--- src/rtl/dp_pkg.sv ---
`default_nettype none
// ---------------------------------------------------------------------------
// dp_pkg : mode encodings and FSM state type for dot_product_engine
// Rev 1.0
// ---------------------------------------------------------------------------
package dp_pkg;

  localparam logic [1:0] MODE_DOT   = 2'd0;
  localparam logic [1:0] MODE_SUMSQ = 2'd1;
  localparam logic [1:0] MODE_SUM   = 2'd2;

  typedef enum logic [2:0] {
    ST_IDLE = 3'd0,
    ST_RD_A = 3'd1,
    ST_RD_B = 3'd2,
    ST_MAC  = 3'd3,
    ST_SAT  = 3'd4,
    ST_WB   = 3'd5,
    ST_DONE = 3'd6
  } state_t;

endpackage
`default_nettype wire

--- src/rtl/dp_saturate.sv ---
`default_nettype none
// ---------------------------------------------------------------------------
// dp_saturate : clamps a full-precision accumulator to RES_W bits, flags ovf
// Rev 1.0
// ---------------------------------------------------------------------------
module dp_saturate
  import dp_pkg::*;
#(
  parameter int ACC_W = 20,
  parameter int RES_W = 8
) (
  input  logic [ACC_W-1:0] i_acc,
  input  logic             i_signed,
  output logic [RES_W-1:0] o_result,
  output logic             o_ovf
);

  localparam logic signed [ACC_W-1:0] U_MAX = {{(ACC_W-RES_W){1'b0}}, {RES_W{1'b1}}};
  localparam logic signed [ACC_W-1:0] S_MAX = {{(ACC_W-RES_W+1){1'b0}}, {(RES_W-1){1'b1}}};
  localparam logic signed [ACC_W-1:0] S_MIN = {{(ACC_W-RES_W+1){1'b1}}, {(RES_W-1){1'b0}}};

  logic signed [ACC_W-1:0] w_acc;
  assign w_acc = $signed(i_acc);

  always_comb begin
    o_result = i_acc[RES_W-1:0];
    o_ovf    = 1'b0;
    if (i_signed) begin
      if (w_acc > S_MAX) begin
        o_result = S_MAX[RES_W-1:0];
        o_ovf    = 1'b1;
      end else if (w_acc < S_MIN) begin
        o_result = S_MIN[RES_W-1:0];
        o_ovf    = 1'b1;
      end
    end else begin
      // Negative sums cannot arise from zero-extended operands, clamp anyway.
      if (w_acc[ACC_W-1]) begin
        o_result = '0;
        o_ovf    = 1'b1;
      end else if (w_acc > U_MAX) begin
        o_result = U_MAX[RES_W-1:0];
        o_ovf    = 1'b1;
      end
    end
  end

endmodule
`default_nettype wire

--- src/rtl/dot_product_engine.sv ---
`default_nettype none
// ---------------------------------------------------------------------------
// dot_product_engine : DOT / SUMSQ / SUM over memory vectors, saturating result
// Rev 1.0
// ---------------------------------------------------------------------------
module dot_product_engine
  import dp_pkg::*;
#(
  parameter int DATA_W  = 8,
  parameter int ADDR_W  = 4,
  parameter int MAX_LEN = 8,
  parameter int RES_W   = 8,
  localparam int LEN_W  = $clog2(MAX_LEN + 1),
  localparam int ACC_W  = 2 * DATA_W + $clog2(MAX_LEN) + 1
) (
  input  logic              clk,
  input  logic              rst,
  input  logic              start,
  input  logic [1:0]        mode,
  input  logic              signed_mode,
  input  logic [LEN_W-1:0]  len,
  input  logic [ADDR_W-1:0] base_a,
  input  logic [ADDR_W-1:0] base_b,
  input  logic              wb_en,
  input  logic [ADDR_W-1:0] wb_addr,
  output logic [ADDR_W-1:0] mem_addr,
  output logic              mem_wr,
  output logic [DATA_W-1:0] mem_data_out,
  input  logic [DATA_W-1:0] mem_data_in,
  output logic              busy,
  output logic              done,
  output logic              err,
  output logic              ovf,
  output logic [RES_W-1:0]  result,
  output logic [ACC_W-1:0]  acc
);

  state_t             state_q, state_d;
  logic [LEN_W-1:0]   idx_q, idx_d, len_q, len_d;
  logic [1:0]         mode_q, mode_d;
  logic               sgn_q, sgn_d, wb_en_q, wb_en_d;
  logic [ADDR_W-1:0]  base_a_q, base_a_d, base_b_q, base_b_d, wb_addr_q, wb_addr_d;
  logic [DATA_W-1:0]  a_q, a_d;
  logic [ACC_W-1:0]   sum_q, sum_d, acc_q, acc_d;
  logic [RES_W-1:0]   result_q, result_d;
  logic               err_q, err_d, ovf_q, ovf_d, done_q, done_d, busy_q, busy_d, mem_wr_q, mem_wr_d;
  logic [ADDR_W-1:0]  mem_addr_q, mem_addr_d;

  logic signed [ACC_W-1:0] w_op_a, w_op_b, w_term;
  logic [RES_W-1:0]        w_sat_res;
  logic                    w_sat_ovf, w_reject, w_last;

  function automatic logic signed [ACC_W-1:0] ext(input logic [DATA_W-1:0] x, input logic s);
    ext = s ? {{(ACC_W-DATA_W){x[DATA_W-1]}}, x} : {{(ACC_W-DATA_W){1'b0}}, x};
  endfunction

  dp_saturate #(.ACC_W(ACC_W), .RES_W(RES_W)) u_sat (
    .i_acc    (sum_q),
    .i_signed (sgn_q),
    .o_result (w_sat_res),
    .o_ovf    (w_sat_ovf)
  );

  assign w_reject = (len == '0) || (len > LEN_W'(MAX_LEN)) || (mode == 2'd3);
  assign w_last   = (idx_q == len_q - 1'b1);

  always_comb begin
    w_op_a = ext(mem_data_in, sgn_q);
    w_op_b = ext(mem_data_in, sgn_q);
    if (mode_q == MODE_DOT) w_op_a = ext(a_q, sgn_q);
    w_term = (mode_q == MODE_SUM) ? w_op_b : w_op_a * w_op_b;
  end

  always_comb begin
    state_d   = state_q;
    idx_d     = idx_q;
    len_d     = len_q;
    mode_d    = mode_q;
    sgn_d     = sgn_q;
    wb_en_d   = wb_en_q;
    base_a_d  = base_a_q;
    base_b_d  = base_b_q;
    wb_addr_d = wb_addr_q;
    a_d       = a_q;
    sum_d     = sum_q;
    acc_d     = acc_q;
    result_d  = result_q;
    err_d     = err_q;
    ovf_d     = ovf_q;
    case (state_q)
      ST_IDLE: if (start) begin
        len_d     = len;
        mode_d    = mode;
        sgn_d     = signed_mode;
        wb_en_d   = wb_en;
        base_a_d  = base_a;
        base_b_d  = base_b;
        wb_addr_d = wb_addr;
        idx_d     = '0;
        sum_d     = '0;
        acc_d     = '0;
        result_d  = '0;
        if (w_reject) begin
          state_d = ST_DONE;
          err_d   = 1'b1;
          ovf_d   = 1'b0;
        end else begin
          state_d = ST_RD_A;
        end
      end
      ST_RD_A: state_d = (mode_q == MODE_DOT) ? ST_RD_B : ST_MAC;
      ST_RD_B: begin
        a_d     = mem_data_in;
        state_d = ST_MAC;
      end
      ST_MAC: begin
        sum_d = sum_q + w_term;
        if (w_last) begin
          state_d = ST_SAT;
        end else begin
          idx_d   = idx_q + 1'b1;
          state_d = ST_RD_A;
        end
      end
      ST_SAT: begin
        result_d = w_sat_res;
        acc_d    = sum_q;
        if (wb_en_q) begin
          state_d = ST_WB;
        end else begin
          state_d = ST_DONE;
          err_d   = 1'b0;
          ovf_d   = w_sat_ovf;
        end
      end
      ST_WB: begin
        state_d = ST_DONE;
        err_d   = 1'b0;
        ovf_d   = w_sat_ovf;
      end
      ST_DONE: state_d = ST_IDLE;
      default: state_d = ST_IDLE;
    endcase

    // Memory-side outputs are registered from the next state so they line up with it.
    mem_addr_d = '0;
    case (state_d)
      ST_RD_A: mem_addr_d = base_a_d + ADDR_W'(idx_d);
      ST_RD_B: mem_addr_d = base_b_d + ADDR_W'(idx_d);
      ST_WB:   mem_addr_d = wb_addr_d;
      default: mem_addr_d = '0;
    endcase
    mem_wr_d = (state_d == ST_WB);
    done_d   = (state_d == ST_DONE);
    busy_d   = (state_d != ST_IDLE) && (state_d != ST_DONE);
  end

  always_ff @(posedge clk or posedge rst) begin
    if (rst) begin
      state_q    <= ST_IDLE;
      idx_q      <= '0;
      len_q      <= '0;
      mode_q     <= '0;
      sgn_q      <= 1'b0;
      wb_en_q    <= 1'b0;
      base_a_q   <= '0;
      base_b_q   <= '0;
      wb_addr_q  <= '0;
      a_q        <= '0;
      sum_q      <= '0;
      acc_q      <= '0;
      result_q   <= '0;
      err_q      <= 1'b0;
      ovf_q      <= 1'b0;
      done_q     <= 1'b0;
      busy_q     <= 1'b0;
      mem_wr_q   <= 1'b0;
      mem_addr_q <= '0;
    end else begin
      state_q    <= state_d;
      idx_q      <= idx_d;
      len_q      <= len_d;
      mode_q     <= mode_d;
      sgn_q      <= sgn_d;
      wb_en_q    <= wb_en_d;
      base_a_q   <= base_a_d;
      base_b_q   <= base_b_d;
      wb_addr_q  <= wb_addr_d;
      a_q        <= a_d;
      sum_q      <= sum_d;
      acc_q      <= acc_d;
      result_q   <= result_d;
      err_q      <= err_d;
      ovf_q      <= ovf_d;
      done_q     <= done_d;
      busy_q     <= busy_d;
      mem_wr_q   <= mem_wr_d;
      mem_addr_q <= mem_addr_d;
    end
  end

  generate
    if (DATA_W == RES_W) begin : g_wd_eq
      assign mem_data_out = result_q;
    end else if (DATA_W > RES_W) begin : g_wd_ext
      assign mem_data_out = {{(DATA_W-RES_W){sgn_q & result_q[RES_W-1]}}, result_q};
    end else begin : g_wd_trunc
      assign mem_data_out = result_q[DATA_W-1:0];
    end
  endgenerate

  assign mem_addr = mem_addr_q;
  assign mem_wr   = mem_wr_q;
  assign busy     = busy_q;
  assign done     = done_q;
  assign err      = err_q;
  assign ovf      = ovf_q;
  assign result   = result_q;
  assign acc      = acc_q;

endmodule
`default_nettype wire
--- config.mk ---
export PLATFORM = sky130hd
export DESIGN_NAME = dot_product_engine
export DESIGN_NICKNAME = d
export VERILOG_FILES = /design/src/rtl/dp_pkg.sv /design/src/rtl/dp_saturate.sv /design/src/rtl/dot_product_engine.sv
export SDC_FILE = /design/constraint.sdc
export NUM_CORES = 1
export LEC_CHECK = 0
export ABC_AREA = 1
export BUFFER_PORTS_ARGS = -buffer_cell sky130_fd_sc_hd__buf_4
export CAP_MARGIN = 25
export CORE_MARGIN = 4
export CORE_UTILIZATION = 40
export DETAILED_ROUTE_END_ITERATION = 12
export GPL_TIMING_DRIVEN = 0
export PLACE_DENSITY = 0.65
export SETUP_SLACK_MARGIN = 0.2
export SLEW_MARGIN = 15
export SYNTH_ARGS = -nofsm -noshare
export SYNTH_HDL_FRONTEND = slang
export SYNTH_SLANG_ARGS = --single-unit
--- constraint.sdc ---
create_clock -name clk -period 13.6 [get_ports clk]
set_input_delay 0.68 -clock clk [delete_from_list [all_inputs] [get_ports clk]]
set_output_delay 0.68 -clock clk [all_outputs]
set_load 0.02 [all_outputs]
==> qor.yml, run 1 <==
wirelength_mm: 24.6
path_max_fanout: 10
grt_pass1_vias: 8517
fin_tns_setup_ns: 0
io_pins: 76
clk_pin_slew_ns: 0.06
synth_ff_type: "dfrtp_1"
wire_per_inst_um: 14.2
cts.sinks: 92
syn_to_final_growth_pct: 12.5
antenna_found_initial: 0
required_ns: 13.87
htreeDepth: 3
synthTopCellsByArea: "fa_1 22%, dfrtp_1 22%, ha_1 12%"
ant_nets: 0
first_pass_iters: 5
nets: 1640
clk_latency_ns: 0.34
yosys_warnings: 0
num_rows: 59
grt_pass1_wl_mm: 41.2
grt_max_degree: 48
cts_buffers: 9
ys_seq_elements: 92
die_w_um: 170
cts_tree: "done"
netlist_area_mm2: 0.0105
fin_crit_sh_pct: 67.5
async_flop_share_pct: 100
n_antenna_cell: 0
core-area_mm2: 0.0260
status: "finished, final reports clean"
synth_nets: 1554
yosysTopAreaCellShare_pct: 22.0
setup.worst_path.end_class: "flop"
rsz0062_at_grt: "false"
dpl.hpwl_mm: 21.0
ys_seq_area_share_pct: 21.8
slew_headroom_pct: 39.4
final_cell_mix: "278 x inv_1, 226 x nand2_1, 116 x fa_1"
setup_viol_count_final: 0
syn_avg_cell_area_um2: 8.06
crit_path_frequent_cell: "inv_1"
initial_utilization_pct: 40.6
hold_buffers: 0
cts_root_buf: "clkbuf_16"
critPathLaunchType: "flop"
critPathKind: "flop to flop"
arrival_ns: 9.46
period_needed_ns: 9.19
dieArea_mm2: 0.0290
worst_slew_pin_slew_ns: 0.903
slowest_stage: "fa_1"
cts_resized: 0
grt_overflow: 0
fin_util_pct: 45.6
drv_cap: 0
fill_cells: 2607
final_common_cell: "inv_1"
skew_ns: 0.0146
dr.first_iter.drc_count: 493
yosys.area.top_type: "fa_1"
gp_congestion: 0.945
fmax_ghz: 0.109
vias: 8630
drv_slew: 0
die_h_um: 170
hold_path_class: "primary input to asynchronous set/reset pin"
postCtsSetupBuffers: 0
track_usage_pct: 17.4
worstRegToRegCells: 41
max_stage_delay_ns: 0.74
drc: 0
hold_viol: 0
yosysUniqueCellTypes: 53
port-buffer-count: 74
clock_path_buffers: 2
netlist_instances: 1308
synth_edf_count: 0
routed_via_density: 4.98
drive_gt1_share_pct: 11.1
-- area by class of cell --
class	instances	area, µm²	area share, %
inverters	290	1090	9.20
clock buffers	9	225	1.90
well taps	335	419	3.53
flip-flops and latches	92	2300	19.4
repair buffers	75	583	4.92
plain buffers	28	143	1.20
clock inverters	6	87.6	0.739
multi-input cells	898	7010	59.1
-- sequential cells by signal, summed over array words and instances (netlist names), 4 cells and up --
register	flops
mem_addr	4
len_q	4
acc	20
mem_data_out	8
a_q	8
wb_addr_q	4
base_b_q	4
sum_q	20
base_a_q	4
idx_q	4
-- cell usage after synthesis (11+ instances only) --
master and n:
inv_1 279, nand2_1 226, fa_1 116, nor2_1 104
o21ai_0 103, ha_1 99, dfrtp_1 92, a21oi_1 64
nand3_1 37, xor2_1 21, clkbuf_1 16, nand4_1 11
o22ai_1 11
-- worst max-delay path: cells and delay by family, from the launching register on --
kind | cells | cell delay (ns)
DFF | 1 | 0.43
adders and majority gates | 9 | 4.39
xor gates and xnor gates | 2 | 0.44
AOI/OAI and AO/OA | 5 | 0.86
buffers and inverters | 10 | 1.08
and+or+nand+nor | 15 | 1.93
-- final timing paths --
kind                                        from               endpoint  slack (ns)
setup / recovery               sgn_q$_DFFE_PP0P_  sum_q[19]$_DFFE_PP0P_        4.41
hold / removal                               rst   len_q[0]$_DFFE_PP0P_        0.41
setup reg to reg               sgn_q$_DFFE_PP0P_  sum_q[19]$_DFFE_PP0P_        4.41
hold reg to reg            base_b_q[0]$_DFF_PP0_  base_b_q[0]$_DFF_PP0_        0.47
max in group asynchronous                    rst    acc[11]$_DFFE_PP0P_       12.56
min in group clk           base_b_q[0]$_DFF_PP0_  base_b_q[0]$_DFF_PP0_        0.47
-- layer usage --
layer | routed length, µm | track usage (%) | vias to the layer above | share of wire, %
li1 | - | - | 4260 | -
met1 | 10900 | 23.5 | 4145 | 44
met2 | 12200 | 30.3 | 200 | 49
met3 | 1190 | 1.74 | 25 | 4.8
met4 | 363 | 3.68 | 0 | 1.5
met5 | 0 | 0 | - | 0
-- stage by stage --
stage          cells  setup slack [ns]  hold WS [ns]  instance area [µm²]
6_report        1733              4.41         0.413                11900
5_1_grt         1733              3.52         0.460                11900
3_5_place_dp    1718              4.26         0.461                11500
2_1_floorplan   1308              5.44         0.445                10500
4_1_cts         1733              4.42         0.446                11900
3_3_place_gp    1717              4.30         0.461                11500
-- cell families after synthesis --
group	count (synthesis)	share of synthesized area [%]
simple gates	435	18.6
buf+inv	318	11.7
compound gates	219	11.6
fa+ha+maj	215	33.8
flops	92	21.8
xor+xnor	28	2.47
mux	1	0.0950
Power of run 1 is left out: the tool's default activity adds up to more than one toggle a clock period on the data nets, which glitch-free logic cannot reach.
==> run 2: changes to the inputs <==
--- a/config.mk
+++ b/config.mk
@@ -12,7 +12,7 @@
 export CORE_UTILIZATION = 40
 export DETAILED_ROUTE_END_ITERATION = 12
 export GPL_TIMING_DRIVEN = 0
-export PLACE_DENSITY = 0.65
+export PLACE_DENSITY = 0.67
 export SETUP_SLACK_MARGIN = 0.2
 export SLEW_MARGIN = 15
 export SYNTH_ARGS = -nofsm -noshare
==> constraint.sdc (replaced) <==
create_clock -name clk -period 7.9 [get_ports clk]
set_input_delay 0.395 -clock clk [delete_from_list [all_inputs] [get_ports clk]]
set_output_delay 0.395 -clock clk [all_outputs]
set_load 0.02 [all_outputs]
==> run 2 against run 1 <==
Against the previous run:
- register-to-register slack got worse by 4.4 ns
- clock skew increased by 0.0016 ns
- die area is the same
- clock-buffer cell count is 1 higher
- cell area up 6.7%
- non-clock buffer count grew 36
- worst hold slack got worse by 0.25 ns
- core utilization is 3.0 points higher
- sequential share of layout area is 1.2 points lower
- cell count up 2.1%
- via count is 2.6% higher
- wire length increased by 7.3%
- highest routed layer unchanged
==> qor.yml, run 2 (synthesis gave the netlist of run 1 again) <==
status: "finished, final reports clean"
dieArea_mm2: 0.0290  # unchanged
grt_overflow: 0  # unchanged
fin_util_pct: 48.7  # +3.0 points
ant_nets: 0  # unchanged
vias: 8851  # +2.6%
crit_path_frequent_cell: "fa_1"
drive_gt1_share_pct: 19.5  # +8.4 points
dpl-instance-area_mm2: 0.0116  # +0.14%
gp_congestion: 0.924  # -2.2%
htreeDepth: 3  # unchanged
multiInputGateArea_mm2: 0.00749  # +6.9%
drc: 0  # unchanged
nets: 1676  # +2.2%
first_pass_iters: 5  # unchanged
final_cell_mix: "267 x inv_1, 217 x nand2_1, 117 x buf_4"
critPathLaunchType: "flop"
cts_root_buf: "clkbuf_16"
hold_viol: 0  # unchanged
cts_buffers: 9  # unchanged
worst_slew_pin_slew_ns: 0.948  # +0.0454 ns
worstRegToRegCells: 37  # -9.8%
drv_slew: 0  # unchanged
die_h_um: 170  # unchanged
antenna_found_initial: 0  # unchanged
fmax_ghz: 0.127  # +17%
core-area_mm2: 0.0260  # unchanged
drv_cap: 0  # unchanged
skew_ns: 0.0162  # +0.00161 ns
fin_crit_sh_pct: 99.4  # +32 points
cp.depth: 37  # -9.8%
slowest_stage: "fa_1"
setup.worst_path.end_class: "flop"
fin_tns_setup_ns: 0  # unchanged
io_pins: 76  # unchanged
wire_per_inst_um: 14.9  # +5.1%
grt_max_degree: 53  # +10%
rsz0062_at_grt: "true"
dr.first_iter.drc_count: 467  # -5.3%
die_w_um: 170  # unchanged
cts_tree: "done"
path_max_fanout: 6  # -4
slew_headroom_pct: 36.4  # -3.0 points
r2r_slack_ns: 0.04  # -4.37 ns
n_antenna_cell: 0  # unchanged
hold-worst-slack_ns: 0.158  # -0.254 ns
design_area_mm2: 0.0126  # +6.7%
required_ns: 8.18  # -5.69 ns
period_needed_ns: 7.86  # -1.33 ns
syn_to_final_growth_pct: 20.0
grt_pass1_wl_mm: 42.5  # +3.1%
max_stage_delay_ns: 0.54  # -0.20 ns
routed_via_density: 5.00  # +0.42%
num_rows: 59  # unchanged
dpl.hpwl_mm: 21.3  # +1.0%
clock_path_buffers: 2  # unchanged
final_common_cell: "inv_1"
cts.sinks: 92  # unchanged
fill_cells: 2498  # -4.2%
wirelength_mm: 26.4  # +7.3%
crit_family: "adder cells"
clk_pin_slew_ns: 0.07  # about the same
critPathKind: "flop to flop"
hold_path_class: "primary input to asynchronous set/reset pin"
layout.area.seq_mm2: 0.00230  # +0.11%
port-buffer-count: 74  # unchanged
initial_utilization_pct: 40.6  # unchanged
grt_pass1_vias: 8864  # +4.1%
clk_latency_ns: 0.35  # about the same
track_usage_pct: 18.0  # +0.68 points
arrival_ns: 8.13  # -1.33 ns
setup_viol_count_final: 0  # unchanged
critPathBufInv: 11  # +1
-- run 2: cell types whose count changed in the layout (fill, tap and decap cells not counted), moves of 9 or more --
| cell | change |
|---|---|
| ha_1 | -14 |
| buf_4 | +34 |
| nand2_1 | -9 |
| inv_2 | +9 |
| ha_4 | +10 |
| inv_1 | -11 |
| o21ai_0 | -11 |
| a21oi_2 | +12 |
| nor2_1 | -12 |
| a21oi_1 | -15 |
-- run 2: area by class of cell --
cell class | count | area share [%]
plain buffers | 28 | 1.39
clock buffers | 10 | 1.89
clock inverters | 6 | 0.465
inverters | 290 | 8.68
multi-input cells | 898 | 59.2
flip-flops and latches | 92 | 18.2
well taps | 335 | 3.31
repair buffers | 111 | 6.82
-- run 2: worst paths after layout --
| kind | start | end |
|---|---|---|
| worst min-delay path | rst | busy$_DFF_PP0_ |
| worst max register to register | sgn_q$_DFFE_PP0P_ | sum_q[19]$_DFFE_PP0P_ |
| worst max-delay path | sgn_q$_DFFE_PP0P_ | sum_q[19]$_DFFE_PP0P_ |
| min in group clk | wb_addr[0] | wb_addr_q[0]$_DFF_PP0_ |
| worst min register to register | wb_addr_q[0]$_DFF_PP0_ | wb_addr_q[0]$_DFF_PP0_ |
| max in group asynchronous | rst | sum_q[8]$_DFFE_PP0P_ |
-- run 2: timing repair --
| item | CTS | global route |
|---|---|---|
| hold buffers | 0 | 0 |
| endpoints found under the setup margin | 9 | 9 |
| resized for setup | 65 | 59 |
| setup buffers | 24 | 12 |
| pin swaps | 40 | 39 |
| cloned | 0 | 0 |
-- run 2: metal layers --
| layer | global-route usage [%] | up-vias | share of wire [%] |
|---|---|---|---|
| met4 | 5.56 | 0 | 2.2 |
| li1 | - | 4344 | - |
| met2 | 31.3 | 193 | 50 |
| met3 | 2.00 | 38 | 4.4 |
| met1 | 23.8 | 4276 | 43 |
| met5 | 0 | - | 0 |
-- run 2: worst register-to-register path, delay by kind of cell, from the launching register on --
family          cells  cell delay, ns
compound gates      8            1.11
fa+ha+maj           9            4.10
xor+xnor            2            0.47
flops               1            0.46
simple gates        7            0.64
buf+inv            11            1.01
-- run 2: metrics by stage --
stage               instances  setup slack (ns)
CTS                      1758            0.0806
finish                   1770            0.0448
detailed placement       1718            -0.888
global placement         1717            -0.837
floorplan                1308             0.220
global route             1770            -0.347
Power of run 2 is left out for the same reason.
